### src/rtl/uart_pkg.sv
// Shared UART definitions for the transmitter and the companion receiver.
//   - PAR_NONE / PAR_ODD / PAR_EVEN : parity-mode encodings for the PARITY parameter
//   - tx_state_t                    : frame-sequencing states
//   - bps_cnt()                     : clocks per bit for a given clock and baud rate
package uart_pkg;

  localparam int PAR_NONE = 0;
  localparam int PAR_ODD  = 1;
  localparam int PAR_EVEN = 2;

  typedef enum logic [2:0] {
    IDLE,
    START,
    DATA,
    PARITY,
    STOP
  } tx_state_t;

  function automatic int bps_cnt(input int clk_freq, input int bps);
    return clk_freq / bps;
  endfunction

endpackage

### src/rtl/uart_baud_tick.sv
// Bit-period tick generator.
//   clk   : system clock
//   rst_n : asynchronous active-low reset
//   clr   : holds the counter at 0 and suppresses tick (phase restart)
//   tick  : one-cycle pulse every DIV clocks once clr is low
// TICK_AT selects where in the period the pulse lands; the receiver uses
// DIV/2-1 to sample mid-bit, the transmitter uses the default end-of-period.
module uart_baud_tick #(
  parameter int DIV     = 2,
  parameter int TICK_AT = DIV - 1
) (
  input  logic clk,
  input  logic rst_n,
  input  logic clr,
  output logic tick
);

  localparam int CNT_W = (DIV > 1) ? $clog2(DIV) : 1;
  localparam logic [CNT_W-1:0] LAST   = CNT_W'(DIV - 1);
  localparam logic [CNT_W-1:0] TICK_V = CNT_W'(TICK_AT);

  logic [CNT_W-1:0] cnt_q, cnt_d;

  always_comb begin
    cnt_d = cnt_q;
    if (clr || (cnt_q == LAST)) begin
      cnt_d = '0;
    end else begin
      cnt_d = cnt_q + 1'b1;
    end
  end

  always_ff @(posedge clk or negedge rst_n) begin
    if (!rst_n) begin
      cnt_q <= '0;
    end else begin
      cnt_q <= cnt_d;
    end
  end

  assign tick = !clr && (cnt_q == TICK_V);

endmodule

### src/rtl/uart_tx_cfg.sv
// Configurable UART transmitter (5..9 data bits, none/odd/even parity, 1 or 2 stop bits).
//   clk      : system clock
//   rst_n    : asynchronous active-low reset
//   tx_data  : payload, sent LSB first, captured when tx_valid && tx_ready
//   tx_valid : producer has a word
//   tx_ready : high only while idle; the word is taken on that edge
//   uart_txd : serial line, idle high, driven straight from a flop
//   tx_busy  : frame in progress (complement of tx_ready)
//   tx_done  : one-cycle pulse in the first idle cycle after the last stop bit
module uart_tx_cfg #(
  parameter int CLK_FREQ  = 50000000,
  parameter int UART_BPS  = 9600,
  parameter int DATA_BITS = 8,
  parameter int PARITY    = 0,
  parameter int STOP_BITS = 1
) (
  input  logic                 clk,
  input  logic                 rst_n,
  input  logic [DATA_BITS-1:0] tx_data,
  input  logic                 tx_valid,
  output logic                 tx_ready,
  output logic                 uart_txd,
  output logic                 tx_busy,
  output logic                 tx_done
);
  import uart_pkg::*;

  localparam int BPS_CNT = bps_cnt(CLK_FREQ, UART_BPS);
  localparam logic [3:0] LAST_DATA = 4'(DATA_BITS - 1);
  localparam logic [3:0] LAST_STOP = 4'(STOP_BITS - 1);

  if (DATA_BITS < 5 || DATA_BITS > 9) begin : g_bad_data_bits
    $error("uart_tx_cfg: DATA_BITS must be in 5..9");
  end
  if (PARITY < 0 || PARITY > 2) begin : g_bad_parity
    $error("uart_tx_cfg: PARITY must be 0, 1 or 2");
  end
  if (STOP_BITS != 1 && STOP_BITS != 2) begin : g_bad_stop_bits
    $error("uart_tx_cfg: STOP_BITS must be 1 or 2");
  end
  if (BPS_CNT < 2) begin : g_bad_bps
    $error("uart_tx_cfg: CLK_FREQ/UART_BPS must be at least 2");
  end

  tx_state_t            state_q, state_d;
  logic [DATA_BITS-1:0] shreg_q, shreg_d;
  logic [3:0]           idx_q,   idx_d;
  logic                 par_q,   par_d;
  logic                 txd_q,   txd_d;
  logic                 ready_q, ready_d;
  logic                 busy_q,  busy_d;
  logic                 done_q,  done_d;
  logic                 bit_tick;

  // Counter is held clear while idle so every accepted word starts a fresh bit period.
  uart_baud_tick #(
    .DIV (BPS_CNT)
  ) u_baud (
    .clk   (clk),
    .rst_n (rst_n),
    .clr   (state_q == IDLE),
    .tick  (bit_tick)
  );

  always_comb begin
    state_d = state_q;
    shreg_d = shreg_q;
    idx_d   = idx_q;
    par_d   = par_q;
    txd_d   = txd_q;
    done_d  = 1'b0;

    case (state_q)
      IDLE: begin
        txd_d = 1'b1;
        if (tx_valid && ready_q) begin
          state_d = START;
          shreg_d = tx_data;
          // Parity is fixed at capture because the shift register is consumed as it goes out.
          par_d   = (PARITY == PAR_ODD) ? ~(^tx_data) : ^tx_data;
          idx_d   = '0;
          txd_d   = 1'b0;
        end
      end
      START: begin
        if (bit_tick) begin
          state_d = DATA;
          idx_d   = '0;
          txd_d   = shreg_q[0];
          shreg_d = shreg_q >> 1;
        end
      end
      DATA: begin
        if (bit_tick) begin
          if (idx_q == LAST_DATA) begin
            idx_d = '0;
            if (PARITY != PAR_NONE) begin
              state_d = uart_pkg::PARITY;
              txd_d   = par_q;
            end else begin
              state_d = STOP;
              txd_d   = 1'b1;
            end
          end else begin
            idx_d   = idx_q + 4'd1;
            txd_d   = shreg_q[0];
            shreg_d = shreg_q >> 1;
          end
        end
      end
      uart_pkg::PARITY: begin
        if (bit_tick) begin
          state_d = STOP;
          idx_d   = '0;
          txd_d   = 1'b1;
        end
      end
      STOP: begin
        txd_d = 1'b1;
        if (bit_tick) begin
          if (idx_q == LAST_STOP) begin
            state_d = IDLE;
            idx_d   = '0;
            done_d  = 1'b1;
          end else begin
            idx_d = idx_q + 4'd1;
          end
        end
      end
      default: begin
        state_d = IDLE;
        txd_d   = 1'b1;
      end
    endcase

    ready_d = (state_d == IDLE);
    busy_d  = (state_d != IDLE);
  end

  always_ff @(posedge clk or negedge rst_n) begin
    if (!rst_n) begin
      state_q <= IDLE;
      shreg_q <= '0;
      idx_q   <= '0;
      par_q   <= 1'b0;
      txd_q   <= 1'b1;
      ready_q <= 1'b1;
      busy_q  <= 1'b0;
      done_q  <= 1'b0;
    end else begin
      state_q <= state_d;
      shreg_q <= shreg_d;
      idx_q   <= idx_d;
      par_q   <= par_d;
      txd_q   <= txd_d;
      ready_q <= ready_d;
      busy_q  <= busy_d;
      done_q  <= done_d;
    end
  end

  assign uart_txd = txd_q;
  assign tx_ready = ready_q;
  assign tx_busy  = busy_q;
  assign tx_done  = done_q;

endmodule

### config.mk
export PLATFORM = sky130hd
export DESIGN_NAME = uart_tx_cfg
export DESIGN_NICKNAME = d
export VERILOG_FILES = /design/src/rtl/uart_pkg.sv /design/src/rtl/uart_baud_tick.sv /design/src/rtl/uart_tx_cfg.sv
export SDC_FILE = /design/constraint.sdc
export NUM_CORES = 1
export LEC_CHECK = 0
export BUFFER_PORTS_ARGS = -buffer_cell sky130_fd_sc_hd__buf_2
export CAP_MARGIN = 5
export CORE_MARGIN = 2
export CORE_UTILIZATION = 50
export DETAILED_ROUTE_END_ITERATION = 6
export HOLD_SLACK_MARGIN = 0.02
export PLACE_DENSITY = 0.67
export SLEW_MARGIN = 20
export SYNTH_ARGS = -nofsm -noshare
export SYNTH_HDL_FRONTEND = slang
export SYNTH_SLANG_ARGS = --single-unit
### constraint.sdc
create_clock -name clk -period 4.7 [get_ports clk]
set_input_delay 0.705 -clock clk [delete_from_list [all_inputs] [get_ports clk]]
set_output_delay 0.705 -clock clk [all_outputs]
set_load 0.01 [all_outputs]
==> summary.md <==
| Metric | Value |
|---|---|
| Status | `finished clean` |
| Root Buffer Master | `sky130_fd_sc_hd__clkbuf_4` |
| Initial Util | `52.4%` |
| Hold Vio Cnt, Final | `0` |
| Antenna diodes | `0` |
| Post-synthesis cell type count | `52` |
| Routed Wire Length | `approximately 3100 um` |
| Placeable core region | `3360 um^2` |
| Largest net degree at the start of global routing | `33` |
| Most frequent standard cell in the layout excluding fill and tap cells | `sky130_fd_sc_hd__dfrtp_1` |
| DRC violations left | `0` |
| XOR/XNOR Fraction of Synth Area | `under 10%` |
| Total gr overflow | `0` |
| Final Skew | `roughly 0.011 ns` |
| Final setup violation count | `0` |
| Leading register cell type out of synthesis | `sky130_fd_sc_hd__dfrtp_1` |
| Detail Placement HPWL | `2370 um` |
| Vertical die dimension | `between 60 and 70 um` |
| Multiplexer area fraction after synthesis | `between 10% and 20%` |
| Post-layout minimum cycle time | `2.08 ns` |
| Mean instance size in the synthesized netlist | `10.8 um^2` |
| Clock latency reported for the late side of the worst-skew pair | `0.33 ns` |
| Simple logic cell fraction of the synthesized area | `around 22%` |
| Post-synthesis async set-or-reset flop share | `100%` |
| Commonest non-fill, non-tap cells in the layout | `sky130_fd_sc_hd__dfrtp_1 (30), sky130_fd_sc_hd__mux2_2 (14), sky130_fd_sc_hd__buf_2 (14)` |
| Top Ports | `15` |
| Worst endpoint required time | `between 4 and 5 ns` |
| Level count of the clock H-tree | `2` |
| Global-route wire length before repair | `roughly 5700 um` |
| Width of the die | `roughly 63 um` |
| Combinational family with the most area after synthesis | `simple AND/OR/NAND/NOR gates` |
| Worst Setup End Kind | `flip-flop` |
| Max FO, Critical Path | `12` |
| Arithmetic-cell share of the synthesized area counting full adders, half adders and majority gates | `approximately 2.1%` |
| Final Wtd Congestion | `0.876` |
| Total Die Area | `4020 um^2` |
| Num rows | `21` |
| Number of vias per cell after detailed routing | `5.73` |
| Worst relative slew slack | `a little over half` |
| Proportion of layout cells with a drive suffix above 1 | `between 20 and 30%` |
| Number of buffers added by the clock tree synthesis step | `5` |
| Number of vias after detailed routing | `between 1,000 and 1,500` |
| Iteration-0 DRC Markers | `roughly 120` |
| ANT nets after route | `0` |
| HP Class | `input port to async pin` |
| TritonCTS clock tree | `yes` |
| Leak | `around 0.84 nW` |
| Routed WL per cell | `roughly 14 um` |
| Port-buffer cells | `14` |
| Placed instance area | `1870 um^2` |
| Actual transition at the worst max-transition pin | `between 0.6 and 0.7 ns` |
| Register clock-pin slew on the reported worst setup and hold paths | `0.09 ns` |
| VDD IR-drop max | `roughly 0.13 mV` |
| Net count after synthesis | `between 150 and 200` |
| Post-CTS sizing | `0` |
| Drt first pass iters | `4` |
| Warning count from the yosys run | `0` |
| Number of buffers inserted by hold repair at cts | `0` |
| Number of enable-type register cells in the synthesized netlist | `0` |
| Number of buffers inserted to repair setup after CTS | `0` |
| Fraction of the mapped netlist area in compound gates | `13.1%` |
| All-Layer GR Usage | `a little under a fifth` |
| Number of buffers on the longest clock path | `2` |
| # nets final | `slightly below 200` |
| Power density cells | `221 nW/um^2` |
| Register bit count reported by yosys | `32` |
| Number of global-route vias before repair | `between 1,000 and 1,500` |
| Startpoint-to-endpoint class of the critical path | `flip-flop to flip-flop` |
| Seq/Total Area, Yosys | `between 40% and 50%` |
| Number of standard cells after synthesis | `between 150 and 200` |
| Max Transition Viols Final | `0` |
| Post-synthesis to final-layout area growth | `8.52%` |
| Max Clock Freq | `about 480 MHz` |
| Setup total negative slack | `0 ns` |
| Post-Layout Inst Area | `~1900 um^2` |
| Antenna violations before repair | `0` |
| Final period utilization | `approximately 44%` |
| Summed instance area of the synthesized netlist | `1760 um^2` |
| Type of element launching the critical path | `flip-flop` |
| Arrival @ worst endpoint | `between 2 and 2.5 ns` |
| Unrepaired setup endpoints after global routing | `no` |
| Max-cap check violation count | `0` |
| Clock net sink count | `32` |
metrics by stage:
| step | setup slack [ns] | hold WS (ns) | utilization (%) | instances | power [mW] |
|---|---|---|---|---|---|
| 2_1_floorplan | 2.81 | 0.409 | - | 163 | 0.281 |
| 3_3_place_gp | 2.69 | 0.470 | 55.5 | 218 | 0.290 |
| 3_5_place_dp | 2.60 | 0.483 | 55.5 | 218 | 0.290 |
| 4_1_cts | 2.59 | 0.419 | 56.9 | 225 | 0.431 |
| 5_1_grt | 2.46 | 0.442 | 56.9 | 225 | 0.445 |
| 6_report | 2.62 | 0.410 | 56.9 | 225 | 0.422 |
where the power goes:
| part | internal (mW) | leakage (nW) | switching, mW |
|---|---|---|---|
| registers | 0.275 | 0.410 | 0 |
| logic | 0.00293 | 0.404 | 0.00609 |
| clock network | 0.0549 | 0.0281 | 0.0830 |
critical path: stages (launching register included):
cell and delay [ns]:
sky130_fd_sc_hd__dfrtp_1 0.40, sky130_fd_sc_hd__ha_1 0.23, sky130_fd_sc_hd__nand4_1 0.36, sky130_fd_sc_hd__or3_4 0.55, sky130_fd_sc_hd__nand2_1 0.32, sky130_fd_sc_hd__nor2_1 0.10
cell usage after synthesis (all sizes together), types with 6 or more instances:
cell type	count	area, um^2
a21oi	7	35.0
dfrtp	30	751
inv	6	22.5
mux2	15	173
nand2	7	26.3
nand3	6	30.0
nor2	14	55.1
nor3	6	35.0
o21ai	7	35.0
or3	8	56.3
xnor2	6	52.6
layer usage:
metal  track usage [%]  up-vias  part of all wire [%]
met3              5.36        7                   5.3
met4              6.52        0                   1.9
li1                  -      633                     -
met5                 0        -                     0
met1              22.6      625                    44
met2              29.6       25                    49
layout make-up:
type | instances | area (um^2)
clock buffer | 6 | 41.3
fill | 314 | 1450
inverter | 6 | 22.5
tap | 46 | 57.6
clock inverter | 1 | 5.00
multi-input combinational | 120 | 913
sequential | 32 | 803
timing repair buffer | 14 | 70.1
final timing paths:
| kind | from | to | slack, ns | depth (start not counted) |
|---|---|---|---|---|
| min in group clk | u_baud.cnt_q[0]$_DFF_PN0_ | u_baud.cnt_q[0]$_DFF_PN0_ | 0.50 | 1 |
| min reg2reg | u_baud.cnt_q[0]$_DFF_PN0_ | u_baud.cnt_q[0]$_DFF_PN0_ | 0.50 | 1 |
| max in group asynchronous | rst_n | u_baud.cnt_q[4]$_DFF_PN0_ | 3.85 | 1 |
| min | rst_n | state_q[2]$_DFF_PN0_ | 0.41 | 1 |
| max reg2reg | u_baud.cnt_q[0]$_DFF_PN0_ | u_baud.cnt_q[3]$_DFF_PN0_ | 2.62 | 5 |
| max | u_baud.cnt_q[0]$_DFF_PN0_ | u_baud.cnt_q[3]$_DFF_PN0_ | 2.62 | 5 |
cells by family (layout without fill, tap and decap cells):
| kind of cell | Yosys count | in the layout |
|---|---|---|
| fa+ha+maj | 3 | 3 |
| buf+inv | 11 | 27 |
| compound gates | 28 | 28 |
| xor+xnor | 8 | 8 |
| simple gates | 65 | 65 |
| flops | 32 | 32 |
| mux | 16 | 16 |
sequential cells by signal, indices dropped and copies added, names as in the netlist:
| signal | count |
|---|---|
| u_baud.cnt_q | 13 |
| shreg_q | 8 |
| idx_q | 4 |
| state_q | 3 |
| tx_busy | 1 |
| tx_done | 1 |
| tx_ready | 1 |
| uart_txd | 1 |
(Power assumes the default switching activity.)
